### src/rtl/instruction_fetch_pkg.sv
// Shared processor definitions used by the fetch stage.
`timescale 1ns/1ps
package instruction_fetch_pkg;

    typedef enum logic [1:0] {
        IDLE = 2'd0,
        RUN  = 2'd1,
        HALT = 2'd2
    } fetch_state_e;

    localparam logic [3:0]  HALT_OPCODE = 4'b1111;
    localparam int unsigned PC_INC      = 4;

endpackage

### src/rtl/instruction_fetch_fetch_buffer.sv
// Two-entry instruction FIFO; each entry carries the word and the PC it came from.
`timescale 1ns/1ps
module fetch_buffer #(
    parameter int ADDR_W  = 32,
    parameter int INSTR_W = 32
) (
    input  logic               clk,
    input  logic               rst_n,
    input  logic               push,
    input  logic [INSTR_W-1:0] push_instr,
    input  logic [ADDR_W-1:0]  push_pc,
    input  logic               pop,
    input  logic               flush,
    output logic [1:0]         count,
    output logic [INSTR_W-1:0] head_instr,
    output logic [ADDR_W-1:0]  head_pc
);

    logic [INSTR_W-1:0] instr_q [2];
    logic [ADDR_W-1:0]  pc_q    [2];
    logic               rd_ptr;
    logic               wr_ptr;

    always_ff @(posedge clk or negedge rst_n) begin
        if (!rst_n) begin
            for (int i = 0; i < 2; i++) begin
                instr_q[i] <= '0;
                pc_q[i]    <= '0;
            end
            rd_ptr <= 1'b0;
            wr_ptr <= 1'b0;
            count  <= 2'd0;
        end else if (flush) begin
            rd_ptr <= 1'b0;
            wr_ptr <= 1'b0;
            count  <= 2'd0;
        end else begin
            if (push) begin
                instr_q[wr_ptr] <= push_instr;
                pc_q[wr_ptr]    <= push_pc;
                wr_ptr          <= ~wr_ptr;
            end
            if (pop)
                rd_ptr <= ~rd_ptr;
            count <= count + {1'b0, push} - {1'b0, pop};
        end
    end

    assign head_instr = instr_q[rd_ptr];
    assign head_pc    = pc_q[rd_ptr];

endmodule

### src/rtl/instruction_fetch.sv
// Fetch stage: issues ROM reads, buffers returned words, handles redirects and HALT.
`timescale 1ns/1ps
module instruction_fetch
    import instruction_fetch_pkg::*;
#(
    parameter int                ADDR_W   = 32,
    parameter int                INSTR_W  = 32,
    parameter logic [ADDR_W-1:0] RESET_PC = '0
) (
    input  logic               clk,
    input  logic               rst_n,
    input  logic               Enable,
    output logic               IMemRdEn,
    output logic [ADDR_W-1:0]  IMemAddr,
    input  logic [INSTR_W-1:0] IMemRdData,
    input  logic               BranchTaken,
    input  logic [ADDR_W-1:0]  BranchTarget,
    output logic               InstrValid,
    input  logic               InstrReady,
    output logic [INSTR_W-1:0] Instr,
    output logic [ADDR_W-1:0]  InstrPC,
    output logic [3:0]         OpCode,
    output logic               Halted
);

    fetch_state_e      state, nxt_state;
    logic [ADDR_W-1:0] pc;
    logic              inflight;
    logic [1:0]        count;
    logic              xfer, redirect, halt_xfer, pop, push, flush, room;
    logic [2:0]        occ_next;

    assign InstrValid = (count != 2'd0);
    assign OpCode     = Instr[INSTR_W-1 -: 4];
    assign IMemAddr   = pc;

    // A redirect outranks everything else, including a HALT sitting at the head.
    assign xfer      = InstrValid && InstrReady;
    assign redirect  = BranchTaken && (state == RUN);
    assign halt_xfer = xfer && (OpCode == HALT_OPCODE) && (state == RUN) && !redirect;
    assign pop       = xfer && !redirect;
    assign push      = inflight && !redirect && !halt_xfer;
    assign flush     = redirect || halt_xfer;
    assign occ_next  = {1'b0, count} + {2'b0, inflight} - {2'b0, pop};
    assign room      = (occ_next < 3'd2);

    always_ff @(posedge clk or negedge rst_n) begin
        if (!rst_n)
            state <= IDLE;
        else
            state <= nxt_state;
    end

    always_comb begin
        nxt_state = state;
        case (state)
            IDLE:    if (Enable) nxt_state = RUN;
            RUN:     if (halt_xfer) nxt_state = HALT;
            HALT:    nxt_state = HALT;
            default: nxt_state = IDLE;
        endcase
    end

    always_comb begin
        IMemRdEn = 1'b0;
        Halted   = 1'b0;
        case (state)
            RUN:     IMemRdEn = Enable && !BranchTaken && !halt_xfer && room;
            HALT:    Halted   = 1'b1;
            default: ;
        endcase
    end

    always_ff @(posedge clk or negedge rst_n) begin
        if (!rst_n) begin
            pc       <= RESET_PC;
            inflight <= 1'b0;
        end else begin
            if (redirect)
                pc <= BranchTarget;
            else if (IMemRdEn)
                pc <= pc + ADDR_W'(PC_INC);
            inflight <= IMemRdEn;
        end
    end

    // The word landing this cycle belongs to the address issued last cycle.
    fetch_buffer #(
        .ADDR_W  (ADDR_W),
        .INSTR_W (INSTR_W)
    ) u_fetch_buffer (
        .clk        (clk),
        .rst_n      (rst_n),
        .push       (push),
        .push_instr (IMemRdData),
        .push_pc    (pc - ADDR_W'(PC_INC)),
        .pop        (pop),
        .flush      (flush),
        .count      (count),
        .head_instr (Instr),
        .head_pc    (InstrPC)
    );

endmodule

### config.mk
export PLATFORM = sky130hd
export DESIGN_NAME = instruction_fetch
export DESIGN_NICKNAME = d
export VERILOG_FILES = /design/src/rtl/instruction_fetch_pkg.sv /design/src/rtl/instruction_fetch_fetch_buffer.sv /design/src/rtl/instruction_fetch.sv
export SDC_FILE = /design/constraint.sdc
export NUM_CORES = 1
export LEC_CHECK = 0
export ABC_AREA = 1
export BUFFER_PORTS_ARGS = -buffer_cell sky130_fd_sc_hd__buf_2
export CAP_MARGIN = 20
export CORE_UTILIZATION = 56
export DETAILED_ROUTE_END_ITERATION = 8
export PLACE_DENSITY = 0.83
export RECOVER_POWER = 50
export SYNTH_ARGS = -nofsm -noshare
export SYNTH_HDL_FRONTEND = slang
export SYNTH_SLANG_ARGS = --single-unit
### constraint.sdc
create_clock -name clk -period 3.94 [get_ports clk]
set_input_delay 0.788 -clock clk [delete_from_list [all_inputs] [get_ports clk]]
set_output_delay 0.788 -clock clk [all_outputs]
set_load 0.02 [all_outputs]
## Word level (Yosys, flattened, before mapping)

Cells that the tools add are included.

- Register bits after elaboration: 167
- Latch bits: 0
- Memory bits (writable): 0
- Bits in read-only memories: 0
- Bits of input ports: 69
- Output and inout bits: 103
- Word-level logic and storage cells: 75
- Memories kept: 0

- $add $sub $neg: 6
- Multiply operators: 0
- Div/mod/pow operators: 0
- Magnitude comparators: 4
- Equality and inequality tests: 5
- Shift-type cells: 0
- Multiplexer cells: 22
- Bitwise operators: 5
- Reductions and logical operators: 23

Operators by type and width:

| kind | count |
|---|---|
| 32-bit two-way mux | 9 |
| 64-bit bitwise mux | 2 |
| 32-bit by 3-bit adder with 32-bit output, second input constant | 1 |
| 32-bit demux with 1-bit select | 1 |
| 32-bit by 3-bit subtractor with 32-bit output, second input constant | 1 |
| 1-bit logical AND | 12 |
| 2-bit nonzero test | 4 |
| 1-bit two-way mux | 6 |
| 2-bit two-way mux | 3 |
| 2-bit one-hot mux with 3 select lines | 1 |
| 4-bit == test, second input constant | 1 |
| 2-bit >= comparator, second input constant | 2 |
| 2-bit inequality test, second input constant | 2 |
| 1-bit NOT with 2-bit output | 2 |
| 2-bit AND reduction | 2 |
| 2-bit by 1-bit adder with 3-bit output | 1 |
| 1-bit zero test | 3 |
| 3-bit by 2-bit < comparator with 1-bit output, second input constant | 1 |
| 1-bit NOT | 3 |
| 3-bit by 1-bit subtractor with 3-bit output | 1 |
| 2-bit by 1-bit adder with 2-bit output | 1 |
| 2-bit by 1-bit == test with 1-bit output, second input constant | 1 |
| 2-bit == test, second input constant | 1 |
| 2-bit zero test | 1 |
| 3 further kinds | 3 |

## Depth between registers and ports, before layout

- Word-level depth: 14
- Mapped depth: 16
- Mapped depth without buffers: 15

## By module

Synthesis repeated with hierarchy kept, for this count alone.

- Cells, all modules: 1,131
- Area total of the unflattened synthesis: 9,689.3 um^2

Modules (own cells, without submodules):

| module | instances | cells each | area an instance (um^2) | sequential area each (um^2) |
|---|---|---|---|---|
| fetch_buffer | 1 | 572 | 6,301.0 | 3,303.2 |
| instruction_fetch | 1 | 559 | 3,388.2 | 875.8 |

## Least setup slack after synthesis

No wires, ideal clock.

- Path type: in2out
- Start: input BranchTaken
- End: output IMemRdEn
- Data arrival time: 2.862 ns
- Data required time: 3.152 ns
- Setup slack: 0.290 ns
- Cell stages on the path: 12
- Path buffers: 1
- Cell sequence: nand2_1 -> inv_2 -> nor3_1 -> ha_1 -> inv_1 -> nand2_1 -> fa_1 -> nand3_1 -> nor2_1 -> nand3_2 -> buf_2 -> inv_1

- Longest elaborated chain between the ends: 7
- Elaborated cells on any way between the ends: 12
- Classes of those cells: 1 x add/sub; 1 x order compare; 1 x mux; 9 x reduce/logical

RTL lines:

| element | RTL line | text |
|---|---|---|
| from (decl) | instruction_fetch.sv:16 | `input logic BranchTaken,` |
| 1-bit logical AND | instruction_fetch.sv:39 | `assign redirect = BranchTaken && (state == RUN);` |
| 1-bit zero test | instruction_fetch.sv:40, instruction_fetch.sv:41 |  |
| 1-bit logical AND (on tied branches) | instruction_fetch.sv:41, instruction_fetch.sv:40 |  |
| 3-bit by 1-bit subtractor with 3-bit output / 1-bit zero test (equally long branches) | instruction_fetch.sv:44, instruction_fetch.sv:68 |  |
| 3-bit by 2-bit < comparator with 1-bit output / 1-bit logical AND (equally long branches) | instruction_fetch.sv:45, instruction_fetch.sv:68 |  |
| 1-bit logical AND * | instruction_fetch.sv:68 | `RUN: IMemRdEn = Enable && !BranchTaken && !halt_xfer && room;` |
| 1-bit two-way mux * | instruction_fetch.sv:67 | `case (state)` |
| to (decl) | instruction_fetch.sv:13 | `output logic IMemRdEn,` |

Every way passes the cells marked *; elsewhere a longest branch is shown, timed or not.

## Worst setup path after layout

- Start: register state[1]
- End: output IMemRdEn

- Longest elaborated chain between the ends: 8
- Elaborated cells on any way between the ends: 12
- Classes of those cells: 1 x add/sub; 1 x order compare; 1 x eq/ne; 1 x mux; 8 x reduce/logical

RTL lines:

| element | RTL line | text |
|---|---|---|
| from (decl) | instruction_fetch.sv:26 | `fetch_state_e state, nxt_state;` |
| from (signal assigned) | instruction_fetch.sv:51 | `state <= nxt_state;` |
| 2-bit by 1-bit == test with 1-bit output * | instruction_fetch.sv:39, instruction_fetch.sv:40, instruction_fetch.sv:67 |  |
| 1-bit logical AND | instruction_fetch.sv:39 |  |
| 1-bit zero test | instruction_fetch.sv:40, instruction_fetch.sv:41 |  |
| 1-bit logical AND (on tied branches) | instruction_fetch.sv:41, instruction_fetch.sv:40 |  |
| 3-bit by 1-bit subtractor with 3-bit output / 1-bit zero test (equally long branches) | instruction_fetch.sv:44, instruction_fetch.sv:68 |  |
| 3-bit by 2-bit < comparator with 1-bit output / 1-bit logical AND (equally long branches) | instruction_fetch.sv:45, instruction_fetch.sv:68 |  |
| 1-bit logical AND | instruction_fetch.sv:68 |  |
| 1-bit two-way mux * | instruction_fetch.sv:67 |  |

Marks and branches as above.

==> results.tsv <==
stage	metric	value	unit
yosys	Main synth FF type	dfrtp_1	
yosys	syn avg cell area	7.000	µm²
power	P_int	4303	µW
yosys	Seq/Total Area, Yosys	0.4540	
drt	DRC Markers	0	
timing	Final setup viols	0	
clock_tree	hold buffers post-CTS	0	
timing	Slew Limit Headroom	-0.5009	
yosys	Netlist Area Pre-Place	0.009205	mm²
power	power share of the combinational group	0.440	
outcome	outcome	complete, but fails checks	
power	Pleak	0.005433	µW
drt	via count	8907	
timing	Slew Viols, Final	92	
outcome	failing checks	capacitance limit, slew limit	
die	die width	130.2	µm
global_route	initial antenna violation count	0	
worst_setup_path	WP data required	3150	ps
global_route	vias in the first global route	8242	
power	switching power	3694	µW
drt	final antenna-violating net count	0	
global_route	grt ovf	0	
power	pwr dens	756.5	mW/mm²
cells_and_area	fin nets	1526	
yosys	FFs w/ async S/R, synth	1.000	
clock_tree	TritonCTS Buffers	17	
clock_tree	CTS Sinks	167	
die	chip height	130.2	µm
power	total power	7997	µW
yosys	count leader, synth	nand2_1	
timing	min Tclk post-route	3688	ps
timing	achievable frequency	271.2	MHz
place	gpl congestion	0.9593	
cells_and_area	register area	0.004179	mm²
timing	RSZ-0062 raised after global routing	no	
cells_and_area	share of layout cells above drive strength 1	0.1273	
drt	initial DRC count	769	
drt	drt total wl	23.92	mm
clock_tree	H-Tree Level Count	4	
power	Clock power frac	0.210	
worst_hold_path	hold crit path type	reg -> reg	
die	# IOs	172	
worst_setup_path	crit-path max FO	4	
timing	Tightest Pin Transition	2251	ps
clock_tree	Clock Pin Slew Worst Setup and Hold Paths	60	ps
yosys	largest area contributor in the netlist	dfrtp_1	
yosys	synth unique cells	28	
clock_tree	Clk Tree Root Cell	clkbuf_16	
yosys	Post-Syn Instances	1315	
worst_setup_path	critical path class	reg -> out	
clock_tree	CTS tree	done	
yosys	Synth top cells by count	nand2_1, dfrtp_1, o21ai_0, inv_1, nor2_1	
clock_tree	CTS Buffer Depth	2	
die	Starting Density	0.5774	
drt	DRT Pass-1 Iters	5	
worst_setup_path	startpoint type of the worst setup path	register	
yosys	share of the synthesized area in the top cell type	0.4540	
flow_run	max_cap viols	1	
worst_setup_path	WP data arrival	2900	ps
global_route	pin count of the biggest net entering global routing	92	
yosys	Seq cells post-synth	167	
power	worst vdd ir	0.3690	mV
yosys	synth warn	0	
die	FP Rows	46	
cells_and_area	FILL cells	1443	
yosys	Post-synth EDFFs	0	
worst_setup_path	max incr delay on CP	490	ps
timing	crit share post-route	0.9359	
worst_setup_path	CP max-delay cell	fa_1	
drt	Routed WL per cell	14.26	µm
die	core area	0.01594	mm²
timing	Final Hold Violating Endpoints	0	
cells_and_area	synthesis-to-layout area growth	14.84	%
power	Sequential Power Share	0.350	
power	sw frac	0.4619	
global_route	global-route wire length before repair	38.54	mm
place	DP Wirelength	16.70	mm
yosys	synth top area cells	dfrtp_1, nand2_1, o21ai_0, inv_1, nand3_1	
clock_tree	worst skew pair latency	430	ps
yosys	syn nets	1393	
drt	routed vias/inst	5.311	
cells_and_area	Multi-input gate area	0.004194	mm²
worst_setup_path	reg2reg setup slack	410	ps
place	IO buf count	171	
worst_setup_path	critical path's most frequent cell	inv_1	
die	full die area	0.01695	mm²
global_route	GRT Overall Usage	0.2920	
cells_and_area	n_diodes	0	
timing	Clock Skew	10.53	ps
worst_setup_path	CP Cell Sequence	inv_1 -> ha_1 -> nand2_2 -> inv_2 -> nor3_4 -> ha_1 -> inv_1 -> nand2_1 -> fa_1 -> nand3_1 -> nor2_1 -> nand3_2 -> inv_1 -> buf_2	
worst_setup_path	nature of the critical path endpoint	output port	
timing	setup TNS	0	ps
state kept, by name (all words and copies together), names as in the netlist:
register and count:
u_fetch_buffer.instr_q 64, u_fetch_buffer.wr_ptr 1, u_fetch_buffer.rd_ptr 1, u_fetch_buffer.count 2, state 2, u_fetch_buffer.pc_q 64, IMemAddr 32, inflight 1
power by group through the flow:
stage,registers [µW],clock network [µW],logic (µW)
2_1_floorplan,2720,0,2520
3_3_place_gp,2780,0,3450
3_5_place_dp,2810,0,3550
4_1_cts,2780,1700,3580
5_1_grt,2870,1770,3960
6_report,2800,1680,3520
placed cells by master (no fill, tap or decap), types with 4 or more instances in the layout:
master     netlist  routed
nand2_1        574     573
or2_2            9       9
clkbuf_16        0      17
nor2_1          99     100
dfrtp_1        167     167
o21ai_1         15      15
clkbuf_1        33      50
inv_6            0       4
o21ai_0        138     138
nand3_1         75      76
clkinv_4         0       4
buf_4            8       8
buf_2           17     125
inv_1          115     115
xor2_1          22      22
ha_1             8       8
kinds of logic after synthesis:
group           Yosys count  synth area share
flops                   167            0.4540
xor+xnor                 24           0.02284
compound gates          156           0.08509
buf+inv                 187           0.09161
fa+ha+maj                 9           0.01305
simple gates            772            0.3334
per-stage QoR:
stage	hold slack [ps]	setup slack, ps	instances	instance area (µm²)	utilization
global route	489.1	24.29	1677	10570	0.6631
floorplan	442.2	289.8	1315	9205	-
detailed placement	458.5	372.7	1645	10050	0.6307
CTS	457.3	112.4	1677	10650	0.6679
finish	471.8	252.4	1677	10570	0.6631
global placement	453.8	432.4	1645	10050	0.6307
layout make-up:
class / count / area share
clock inverters: 14 / 0.01562
multi-input cells: 961 / 0.3967
inverters: 117 / 0.04154
repair buffers: 184 / 0.08463
clock buffers: 18 / 0.04060
well taps: 216 / 0.02557
flip-flops and latches: 167 / 0.3953
final timing paths:
path | end | cells past startpoint | startpoint
min | u_fetch_buffer.pc_q[14] | 2 | u_fetch_buffer.pc_q[14]
min reg2reg | u_fetch_buffer.pc_q[14] | 2 | u_fetch_buffer.pc_q[14]
max in group asynchronous | u_fetch_buffer.pc_q[53] | 2 | rst_n
min in group asynchronous | u_fetch_buffer.pc_q[32] | 1 | rst_n
max reg2reg | u_fetch_buffer.instr_q[10] | 11 | u_fetch_buffer.rd_ptr
max | IMemRdEn | 14 | state[1]
layer usage:
layer	up-vias	part of all wire	global-route usage
li1	4318	-	-
met1	4189	0.42	0.3631
met2	352	0.49	0.5013
met3	48	0.066	0.05289
met4	0	0.026	0.1197
met5	-	0	0
critical path, delay by kind of cell (launching register included):
| family | cells | cell delay [ps] |
|---|---|---|
| adders and majority gates | 3 | 990 |
| buffers and inverters | 5 | 490 |
| DFF | 1 | 360 |
| and+or+nand+nor | 6 | 630 |
repair_timing:
action / CTS / global route
setup buffers: 0 / 0
gates resized for setup: 0 / 2
setup endpoints to repair: 0 / 1
Power figures use the tool's default switching activity.
